$ cat config.mk
export PLATFORM = sky130hd
export DESIGN_NAME = pipe_stage_reg
export DESIGN_NICKNAME = d
export VERILOG_FILES = /design/src/rtl/pipe_stage_reg.sv
export SDC_FILE = /design/constraint.sdc
export NUM_CORES = 1
export LEC_CHECK = 0
export CAP_MARGIN = 20
export CORE_UTILIZATION = 52
export DETAILED_ROUTE_END_ITERATION = 10
export PLACE_DENSITY = 0.85
export REMOVE_ABC_BUFFERS = 1
export SYNTH_ARGS = -nofsm -noshare
export SYNTH_HDL_FRONTEND = slang
export SYNTH_SLANG_ARGS = --single-unit
$ cat constraint.sdc
create_clock -name clk -period 2.3 [get_ports clk]
set_clock_uncertainty 0.2 [all_clocks]
set_input_delay 0.23 -clock clk [delete_from_list [all_inputs] [get_ports clk]]
set_output_delay 0.23 -clock clk [all_outputs]
set_load 0.05 [all_outputs]
$ cat src/rtl/pipe_stage_reg.sv
// Pipeline stage register with valid/ready handshake, optional two-entry skid buffer,
// synchronous flush to a bubble value and a saturating stall-cycle counter.
module pipe_stage_reg #(
    parameter int                 DATA_W    = 64,
    parameter logic [DATA_W-1:0]  NOP_VALUE = {DATA_W{1'b0}},
    parameter int                 SKID      = 1,
    parameter int                 CNT_W     = 16
) (
    input  logic              clk,
    input  logic              reset_n,
    input  logic              flush,
    input  logic              in_valid,
    output logic              in_ready,
    input  logic [DATA_W-1:0] in_data,
    output logic              out_valid,
    input  logic              out_ready,
    output logic [DATA_W-1:0] out_data,
    output logic [CNT_W-1:0]  stall_cnt,
    output logic [1:0]        occupancy
);

    // Handshake: a transfer happens on a rising edge where valid and ready are both 1;
    // valid never waits on ready, and a presented payload stays stable until taken.
    typedef enum logic [1:0] {
        S_EMPTY = 2'd0,
        S_ONE   = 2'd1,
        S_TWO   = 2'd2
    } state_t;

    localparam logic [CNT_W-1:0] CNT_ONE = {{(CNT_W-1){1'b0}}, 1'b1};
    localparam logic [CNT_W-1:0] CNT_MAX = {CNT_W{1'b1}};

    state_t            r_state;
    state_t            w_state_nxt;
    logic [DATA_W-1:0] r_main;
    logic [DATA_W-1:0] r_skid;
    logic [DATA_W-1:0] w_main_nxt;
    logic [DATA_W-1:0] w_skid_nxt;
    logic              r_in_ready;
    logic [CNT_W-1:0]  r_stall;
    logic              w_out_valid;
    logic              w_accept;
    logic              w_emit;

    assign w_out_valid = (r_state != S_EMPTY);
    // In skid mode in_ready comes from a flop, so out_ready never reaches it combinationally.
    assign in_ready    = (SKID != 0) ? r_in_ready : (!w_out_valid || out_ready);
    assign w_accept    = in_valid && in_ready;
    assign w_emit      = w_out_valid && out_ready;

    always_comb begin
        w_state_nxt = r_state;
        w_main_nxt  = r_main;
        w_skid_nxt  = r_skid;
        if (flush) begin
            w_state_nxt = S_EMPTY;
            w_main_nxt  = NOP_VALUE;
            w_skid_nxt  = NOP_VALUE;
        end else begin
            case (r_state)
                S_EMPTY: begin
                    if (w_accept) begin
                        w_state_nxt = S_ONE;
                        w_main_nxt  = in_data;
                    end
                end
                S_ONE: begin
                    if (w_accept && !w_emit) begin
                        if (SKID != 0) begin
                            w_state_nxt = S_TWO;
                            w_skid_nxt  = in_data;
                        end else begin
                            w_main_nxt  = in_data;
                        end
                    end else if (w_emit && !w_accept) begin
                        // Main register returns to the bubble so out_data never shows stale data.
                        w_state_nxt = S_EMPTY;
                        w_main_nxt  = NOP_VALUE;
                    end else if (w_emit && w_accept) begin
                        w_main_nxt  = in_data;
                    end
                end
                S_TWO: begin
                    if (w_emit) begin
                        w_state_nxt = S_ONE;
                        w_main_nxt  = r_skid;
                        w_skid_nxt  = NOP_VALUE;
                    end
                end
                default: begin
                    w_state_nxt = S_EMPTY;
                    w_main_nxt  = NOP_VALUE;
                    w_skid_nxt  = NOP_VALUE;
                end
            endcase
        end
    end

    always_ff @(posedge clk or negedge reset_n) begin
        if (!reset_n) begin
            r_state    <= S_EMPTY;
            r_main     <= NOP_VALUE;
            r_skid     <= NOP_VALUE;
            r_in_ready <= 1'b1;
        end else begin
            r_state    <= w_state_nxt;
            r_main     <= w_main_nxt;
            r_skid     <= w_skid_nxt;
            r_in_ready <= (w_state_nxt != S_TWO);
        end
    end

    // Flush leaves the stall counter alone; only reset clears it.
    always_ff @(posedge clk or negedge reset_n) begin
        if (!reset_n) begin
            r_stall <= '0;
        end else if (w_out_valid && !out_ready && (r_stall != CNT_MAX)) begin
            r_stall <= r_stall + CNT_ONE;
        end
    end

    assign out_valid = w_out_valid;
    assign out_data  = r_main;
    assign stall_cnt = r_stall;
    assign occupancy = r_state;

endmodule
# After elaboration in Yosys (flattened, before gate mapping)
# Cells that the tools add are included.
[word_totals]
regBits = 147
latch_bits = 0
mem_bits_rw = 0
rom_bits = 0
input_bits = 69
out_inout_bits = 84
elab_cells = 47
mem_count = 0
[classes]
addsub = 1
multipliers = 0
n_div = 0
magnitude_cmp = 0
eq_ne = 10
n_shift = 0
muxes = 17
n_bitwise = 0
n_reduce_logical = 14
[op_table]
columns = ["op", "n"]
rows = [
  ["64-bit two-way mux", 9],
  ["64-bit one-hot mux with 3 select lines", 2],
  ["16-bit by 1-bit adder with 16-bit output (second input constant)", 1],
  ["16-bit != test (second input constant)", 1],
  ["3-bit != test (second input constant)", 4],
  ["2-bit two-way mux", 5],
  ["1-bit logical AND", 7],
  ["2-bit one-hot mux with 3 select lines", 1],
  ["2-bit != test (second input constant)", 2],
  ["4-bit != test (second input constant)", 1],
  ["4-bit AND reduction", 1],
  ["1-bit zero test", 3],
  ["3-bit AND reduction", 1],
  ["2-bit by 1-bit == test with 1-bit output (second input constant)", 1],
  ["2-bit == test (second input constant)", 1],
  ["2-bit zero test", 1],
  ["2-bit nonzero test", 1],
]

# Logic depth before layout (Yosys ltp)
# Gate-level depths: netlist of run 1.
[logic_depth]
word_depth = 8
mapped_depth = 7
depth_no_buf = 5

# Least setup slack after synthesis of run 1
# No wires, ideal clock.
[synth_timing]
path_kind = "register -> register"
startpoint = "register r_stall[0] (netlist: stall_cnt[0])"
endpoint = "register r_stall[13] (netlist: stall_cnt[13])"
setup_time_ps = 144
t_arrival_ps = 1883
t_required_ps = 1956
setup_slack_ps = 73
path_stages_with_launch = 7
path_buffers = 1
period_less_slack_ps = 2227
path_cell_list = "dfrtp_1 ha_1 nand4_1 o41a_1 buf_2 nand4_1 xnor2_1"
[synth_between]
elab_chain_cells = 2
elab_cells_between_ends = 3
cone_classes = "add/sub (1); eq/ne (1); reduce/logical (1)"
[synth_rtl]
columns = ["element", "line_no", "rtl"]
rows = [
  ["start, declared", "40", "logic [CNT_W-1:0] r_stall;"],
  ["start signal, assigned", "118", "r_stall <= r_stall + CNT_ONE;"],
  ["parallel branches: the longest is 2 deep, another holds 16-bit by 1-bit adder with 16-bit output", "--", ""],
]
# Parallel ways; which one is timed is not known.
# A chain may end at the register's enable or synchronous reset.

# Final worst setup path of run 1
[layout_timing]
startpoint = "register r_in_ready (netlist: in_ready)"
endpoint = "output port in_ready"
[layout_rtl]
columns = ["element", "line_no", "rtl"]
rows = [
  ["start, declared", "39", "logic r_in_ready;"],
  ["start signal, assigned", "109", "r_in_ready <= (w_state_nxt != S_TWO);"],
  ["end, declared", "13", "output logic in_ready,"],
]
# No word-level cell between the ends.

==> flow_metrics.py, run 1 <==
metrics = {
    "sta": {
        "fmax_mhz": 453,
        "final-setup-viol-count": 0,
        "finalHoldViolCount": 0,
        "finalCriticalPeriod_ns": 2.21,
        "drv_slew": 0,
        "worst_slack_ns": 0.0923,
        "hold_ws_ns": 0.156,
        "period_share_pct": 96.0,
        "slew_headroom_pct": 61.7,
        "grt_setup_unrepaired": "false",
        "worstMarginPinSlew_ns": 0.573,
    },
    "power_and_ir_drop": {
        "p_seq_share_pct": 38.8,
        "netSwitchingPower_mw": 2.45,
        "p_per_area_mw_per_mm2": 795,
        "clkPwrFrac_pct": 37.6,
        "p_total_mw": 7.68,
        "comb_power_share_pct": 23.6,
        "intPower_mw": 5.23,
        "p_leak_nw": 4.10,
        "peakVddDrop_v": 0.000521,
        "switching_share_pct": 31.9,
    },
    "critical_path": {
        "worstSetupPathType": "reg2out",
        "cpLargestDelayFamily": "buffers and inverters",
        "endpoint_kind": "output pin",
        "cp_slowest_cell": "clkdlybuf4s50_1",
        "crit_chain": "clkdlybuf4s50_1",
        "cp_slowest_stage_delay_ns": 0.80,
        "arrival_ns": 1.78,
        "crit_fanout": 3,
        "path_buf_inv": 1,
        "startpoint": "in_ready$_DFF_PN1_",
        "r2r-start": "stall_cnt[0]$_DFFE_PN0P_",
        "r2r_setup_slack_ns": 0.24,
        "critPathRequiredTime_ns": 1.87,
        "start_kind": "register",
    },
    "floorplanning": {
        "start_util_pct": 54.1,
        "ios": 153,
        "coreArea_mm2": 0.0134,
        "die_h_um": 120,
        "row_count": 42,
        "die_w_um": 120,
        "die_area_mm2": 0.0144,
    },
    "clocking": {
        "clk_pin_slew_worst_paths_ns": 0.06,
        "clock_sinks": 147,
        "post_cts_resized": 0,
        "numCtsBuffers": 17,
        "cts_buffer_depth": 2,
        "htreeDepth": 4,
        "cts_setup_buffers": 0,
        "clock_latency_ns": 0.41,
        "cts_tree": "done",
        "cts_hold_buf": 1,
        "root_buffer": "clkbuf_16",
    },
    "logic_synthesis": {
        "synth_top_area_share_pct": 50.4,
        "synth_ff_type": "dfrtp_1",
        "yosysWarnings": 0,
        "synth_area_mm2": 0.00726,
        "synthArstFlopShare_pct": 100,
        "postSynthAreaPerCell_um2": 10.6,
        "ys_ff_latch": 147,
        "syn_inst": 684,
        "synth.distinct_cells": 44,
        "synthTopCellsByArea": "dfrtp_1 50%, mux2i_1 15%, o2bb2ai_1 6.5%, nand2_1 3.8%, inv_1 3.4%",
        "synth-edff-count": 0,
        "synth_top_cell_by_area": "dfrtp_1",
        "synth-seq-area-share_pct": 50.7,
    },
    "finish": {
        "stdcell_count": 1024,
        "fin_nets": 905,
        "num_antenna_cells": 0,
        "multi_input_area_mm2": 0.00305,
        "fillers": 917,
        "areaGrowthSynthToFinish_pct": 33.1,
        "regArea_mm2": 0.00368,
        "drive_gt1_share_pct": 10.1,
        "finalInstanceArea_mm2": 0.00966,
    },
    "route": {
        "ant_nets": 0,
        "vias": 5815,
        "viasPerCell": 5.68,
        "drt_iter0_drc": 460,
        "routedWlPerCell_um": 17.5,
        "routed_wl_um": 17900,
        "drc": 0,
        "drt-pass1-iter-count": 4,
    },
    "worst_hold_path": {
        "hp-class": "in2async",
    },
    "placement": {
        "dpl.cell_count": 991,
        "gp_congestion": 0.829,
        "hpwlAfterDp_um": 11900,
        "placed_cell_area_mm2": 0.00903,
        "pre_cts_ws_ns": 0.207,
        "io_buffers": 152,
    },
    "grt": {
        "globalRoute.totalOverflow": 0,
        "grt_max_degree": 60,
        "grt_pass1_vias": 5992,
        "grt_usage_pct": 26.0,
        "antenna_found_initial": 0,
        "grt_pass1_wl_um": 29400,
    },
    "job": {
        "maxCapViolCount": 0,
    },
    "status": {
        "outcome": "finished, final reports clean",
    },
}
## per-stage QoR
step | util, % | setup TNS (ns)
final | 72.1 | 0
after global routing | 72.1 | 0
after CTS | 72.1 | 0
after detailed placement | 67.4 | 0
after global placement | 67.4 | 0
after floorplan | - | -462.15
## cell type report
cell class	instances	area share, %
Multi-Input combinational cell	423	31.5
Tap cell	176	2.28
Clock buffer	18	4.55
Timing Repair Buffer	181	19.1
Clock inverter	14	1.83
Sequential cell	147	38.1
Inverter	65	2.53
## Yosys cell counts (9+ instances only)
master / number
inv_1: 65
dfrtp_1: 146
mux2i_1: 109
nor2_1: 48
nand2_1: 73
clkbuf_1: 10
nand4_1: 9
o2bb2ai_2: 10
a21oi_1: 46
a22oi_1: 20
o2bb2ai_1: 54
buf_6: 12
xnor2_1: 10
buf_2: 21
## power by group through the flow
| stage | Sequential, mW | Combinational, mW | Clock, mW |
|---|---|---|---|
| 6_report | 2.98 | 1.81 | 2.89 |
| 5_1_grt | 3.00 | 1.92 | 3.03 |
| 4_1_cts | 2.97 | 1.82 | 2.92 |
| 3_5_place_dp | 3.01 | 1.81 | 0 |
| 3_3_place_gp | 3.01 | 1.77 | 0 |
| 2_1_floorplan | 3.53 | 0.558 | 0 |
## cells by family (layout without fill, tap and decap cells)
group	count (synthesis)	count (layout)	share of synthesized area, %
adders and majority gates	1	1	0.172
buffers and inverters	114	278	7.76
AOI/OAI and AO/OA	146	146	15.6
xor gates and xnor gates	13	13	1.57
DFF	147	147	50.7
muxes	110	110	15.2
and+or+nand+nor	153	153	9.04
## metal layers
| layer | up-vias | share of wire, % | GRT usage (%) |
|---|---|---|---|
| li1 | 2662 | - | - |
| met2 | 239 | 49 | 42.3 |
| met3 | 34 | 6.8 | 5.89 |
| met5 | - | 0 | 0 |
| met4 | 0 | 1.9 | 10.3 |
| met1 | 2880 | 43 | 33.5 |
## cell usage in the layout, fill, tap and decap left out, types with 3 or more instances in the layout
cell type	netlist	routed
bufinv_16	0	3
xor2_1	3	3
dfrtp_1	146	144
nand4_1	9	9
buf_4	5	22
inv_1	65	65
nor4_1	3	3
a22oi_1	20	20
xnor2_1	10	10
o2bb2ai_2	10	10
o2bb2ai_1	54	54
clkbuf_16	0	17
buf_12	0	9
nand3_1	6	6
clkinv_4	0	3
nor2_1	48	48
mux2i_1	109	109
clkdlybuf4s50_1	0	148
a21oi_4	0	3
nor2b_1	4	4
clkinv_2	0	3
inv_6	0	3
a21oi_1	46	45
nand2_1	73	73
## path summary, 6_finish.rpt
kind | end | depth (start not counted)
setup reg to reg | stall_cnt[4]$_DFFE_PN0P_ | 6
hold / removal | out_data[38]$_DFFE_PN0P_ | 2
setup / recovery | in_ready | 1
min in group clk | r_skid[41]$_DFFE_PN0P_ | 3
hold reg to reg | out_data[34]$_DFFE_PN0P_ | 1
max in group asynchronous | r_skid[3]$_DFFE_PN0P_ | 3
## flip-flops by register name, indices dropped and copies added, names as in the netlist
| register | count |
|---|---|
| stall_cnt | 16 |
| in_ready | 1 |
| occupancy | 2 |
| r_skid | 64 |
| out_data | 64 |
No activity file was read; power rests on OpenSTA's default activity.
==> inputs of run 2 (changes only) <==
--- a/config.mk
+++ b/config.mk
@@ -6,8 +6,10 @@
 export NUM_CORES = 1
 export LEC_CHECK = 0
 export CAP_MARGIN = 20
+export CORE_MARGIN = 2
 export CORE_UTILIZATION = 52
 export DETAILED_ROUTE_END_ITERATION = 10
+export HOLD_SLACK_MARGIN = 0.02
 export PLACE_DENSITY = 0.85
 export REMOVE_ABC_BUFFERS = 1
 export SYNTH_ARGS = -nofsm -noshare
==> flow_metrics.py, run 2 (synthesis gave the netlist of run 1 again) <==
metrics = {
    "route": {
        "ant_nets": 0,
        "routedWlPerCell_um": 17.4,
        "viasPerCell": 5.62,
        "drt_iter0_drc": 495,
        "drc": 0,
        "drt-pass1-iter-count": 7,
        "vias": 5745,
        "routed_wl_um": 17700,
    },
    "power_and_ir_drop": {
        "comb_power_share_pct": 23.1,
        "p_leak_nw": 4.08,
        "p_seq_share_pct": 38.5,
        "p_per_area_mw_per_mm2": 802,
        "netSwitchingPower_mw": 2.39,
        "clkPwrFrac_pct": 38.3,
        "intPower_mw": 5.35,
        "peakVddDrop_v": 0.000536,
        "switching_share_pct": 30.9,
    },
    "sta": {
        "worstMarginPinSlew_ns": 0.686,
        "fmax_mhz": 449,
        "drv_slew": 0,
        "period_share_pct": 96.8,
        "finalCriticalPeriod_ns": 2.23,
        "slew_headroom_pct": 54.3,
        "grt_setup_unrepaired": "false",
        "finalHoldViolCount": 0,
        "final-setup-viol-count": 0,
        "setup-tns-final_ns": 0,
    },
    "placement": {
        "gp_congestion": 0.821,
        "io_buffers": 152,
        "placed_cell_area_mm2": 0.00900,
        "hpwlAfterDp_um": 11500,
    },
    "floorplanning": {
        "die_area_mm2": 0.0149,
        "ios": 153,
        "row_count": 43,
        "die_w_um": 122,
        "die_h_um": 122,
        "start_util_pct": 52.7,
        "coreArea_mm2": 0.0138,
    },
    "finish": {
        "areaGrowthSynthToFinish_pct": 33.0,
        "fin_nets": 899,
        "finalInstanceArea_mm2": 0.00965,
        "final_cell_mix": "148 x clkdlybuf4s50_1, 144 x dfrtp_1, 109 x mux2i_1",
        "num_antenna_cells": 0,
        "drive_gt1_share_pct": 9.38,
        "layout_commonest_cell": "clkdlybuf4s50_1",
    },
    "grt": {
        "globalRoute.totalOverflow": 0,
        "busiest_layer": "met2",
        "grt_util_met2_pct": 39.8,
        "grtUsageMet1_pct": 33.3,
        "antenna_found_initial": 0,
        "grt_pass1_wl_um": 29200,
        "grt_pass1_vias": 5946,
        "met3_usage_pct": 6.60,
        "grt_max_degree": 71,
        "grt_usage_pct": 25.0,
    },
    "clocking": {
        "clock_latency_ns": 0.42,
        "root_buffer": "clkbuf_16",
        "cts_hold_buf": 1,
        "post_cts_resized": 0,
        "numCtsBuffers": 17,
        "cts_setup_buffers": 0,
        "clk_pin_slew_worst_paths_ns": 0.06,
        "htreeDepth": 4,
        "clock_sinks": 147,
        "cts_buffer_depth": 2,
        "cts_tree": "done",
    },
    "critical_path": {
        "arrival_ns": 1.80,
        "endpoint_kind": "output pin",
        "path_buf_inv": 1,
        "crit_chain": "clkdlybuf4s50_1",
        "start_kind": "register",
        "cp_slowest_cell": "clkdlybuf4s50_1",
        "worstSetupPathType": "reg2out",
        "cpLargestDelayFamily": "buffers and inverters",
        "cp_slowest_stage_delay_ns": 0.83,
        "crit_fanout": 3,
        "critPathRequiredTime_ns": 1.87,
    },
    "job": {
        "maxCapViolCount": 0,
    },
    "worst_hold_path": {
        "hp-class": "in2reg",
    },
    "status": {
        "outcome": "finished, final reports clean",
    },
}
==> run 2: path summary, 6_finish.rpt <==
path / from / endpoint / slack (ns) / cells after the start
max: in_ready$_DFF_PN1_ / in_ready / 0.07 / 1
min: in_data[61] / r_skid[61]$_DFFE_PN0P_ / 0.20 / 3
max reg2reg: stall_cnt[0]$_DFFE_PN0P_ / stall_cnt[13]$_DFFE_PN0P_ / 0.20 / 5
min reg2reg: out_data[32]$_DFFE_PN0P_ / out_data[32]$_DFFE_PN0P_ / 0.29 / 1
max in group asynchronous: reset_n / r_skid[12]$_DFFE_PN0P_ / 1.00 / 3
min in group asynchronous: reset_n / out_data[41]$_DFFE_PN0P_ / 0.21 / 2
==> run 2: cell type report <==
type / instances / area, um^2
fillers: 1012 / 4130
flip-flops and latches: 147 / 3680
multi-input cells: 423 / 3050
repair buffers: 175 / 1820
clock buffers: 20 / 457
inverters: 65 / 244
well taps: 180 / 225
clock inverters: 12 / 179
==> run 2: per-layer routing <==
metal  wire, um  part of all wire (%)
met3       1270                   7.2
met2       8390                    47
met1       7830                    44
met5          0                     0
met4        244                   1.4
==> run 2: stage by stage <==
| stage | cells | hold slack (ns) | utilization, % | worst slack [ns] | power, mW |
|---|---|---|---|---|---|
| global placement | 989 | 0.0770 | 65.4 | 0.241 | 4.75 |
| finish | 1022 | 0.204 | 70.0 | 0.0726 | 7.74 |
| global route | 1022 | 0.211 | 70.0 | 0.0196 | 8.06 |
| floorplan | 635 | -0.266 | - | -4.76 | 4.08 |
| CTS | 1022 | 0.185 | 70.0 | 0.0574 | 7.79 |
| detailed placement | 989 | 0.101 | 65.4 | 0.119 | 4.81 |
==> run 2: power by group through the flow <==
stage                     Sequential [mW]  Clock, mW  Combinational, mW
after floorplan                      3.53          0              0.558
after global placement               3.01          0               1.75
after detailed placement             3.02          0               1.79
after CTS                            2.98       3.01               1.80
after global routing                 3.01       3.14               1.91
final                                2.98       2.97               1.79
==> run 2: worst reg2reg max path: stages (launching register included) <==
cell and delay, ns:
dfrtp_1 0.43, ha_1 0.24, nand4_1 0.15, o41a_1 0.61, nand4_1 0.22, xnor2_1 0.17
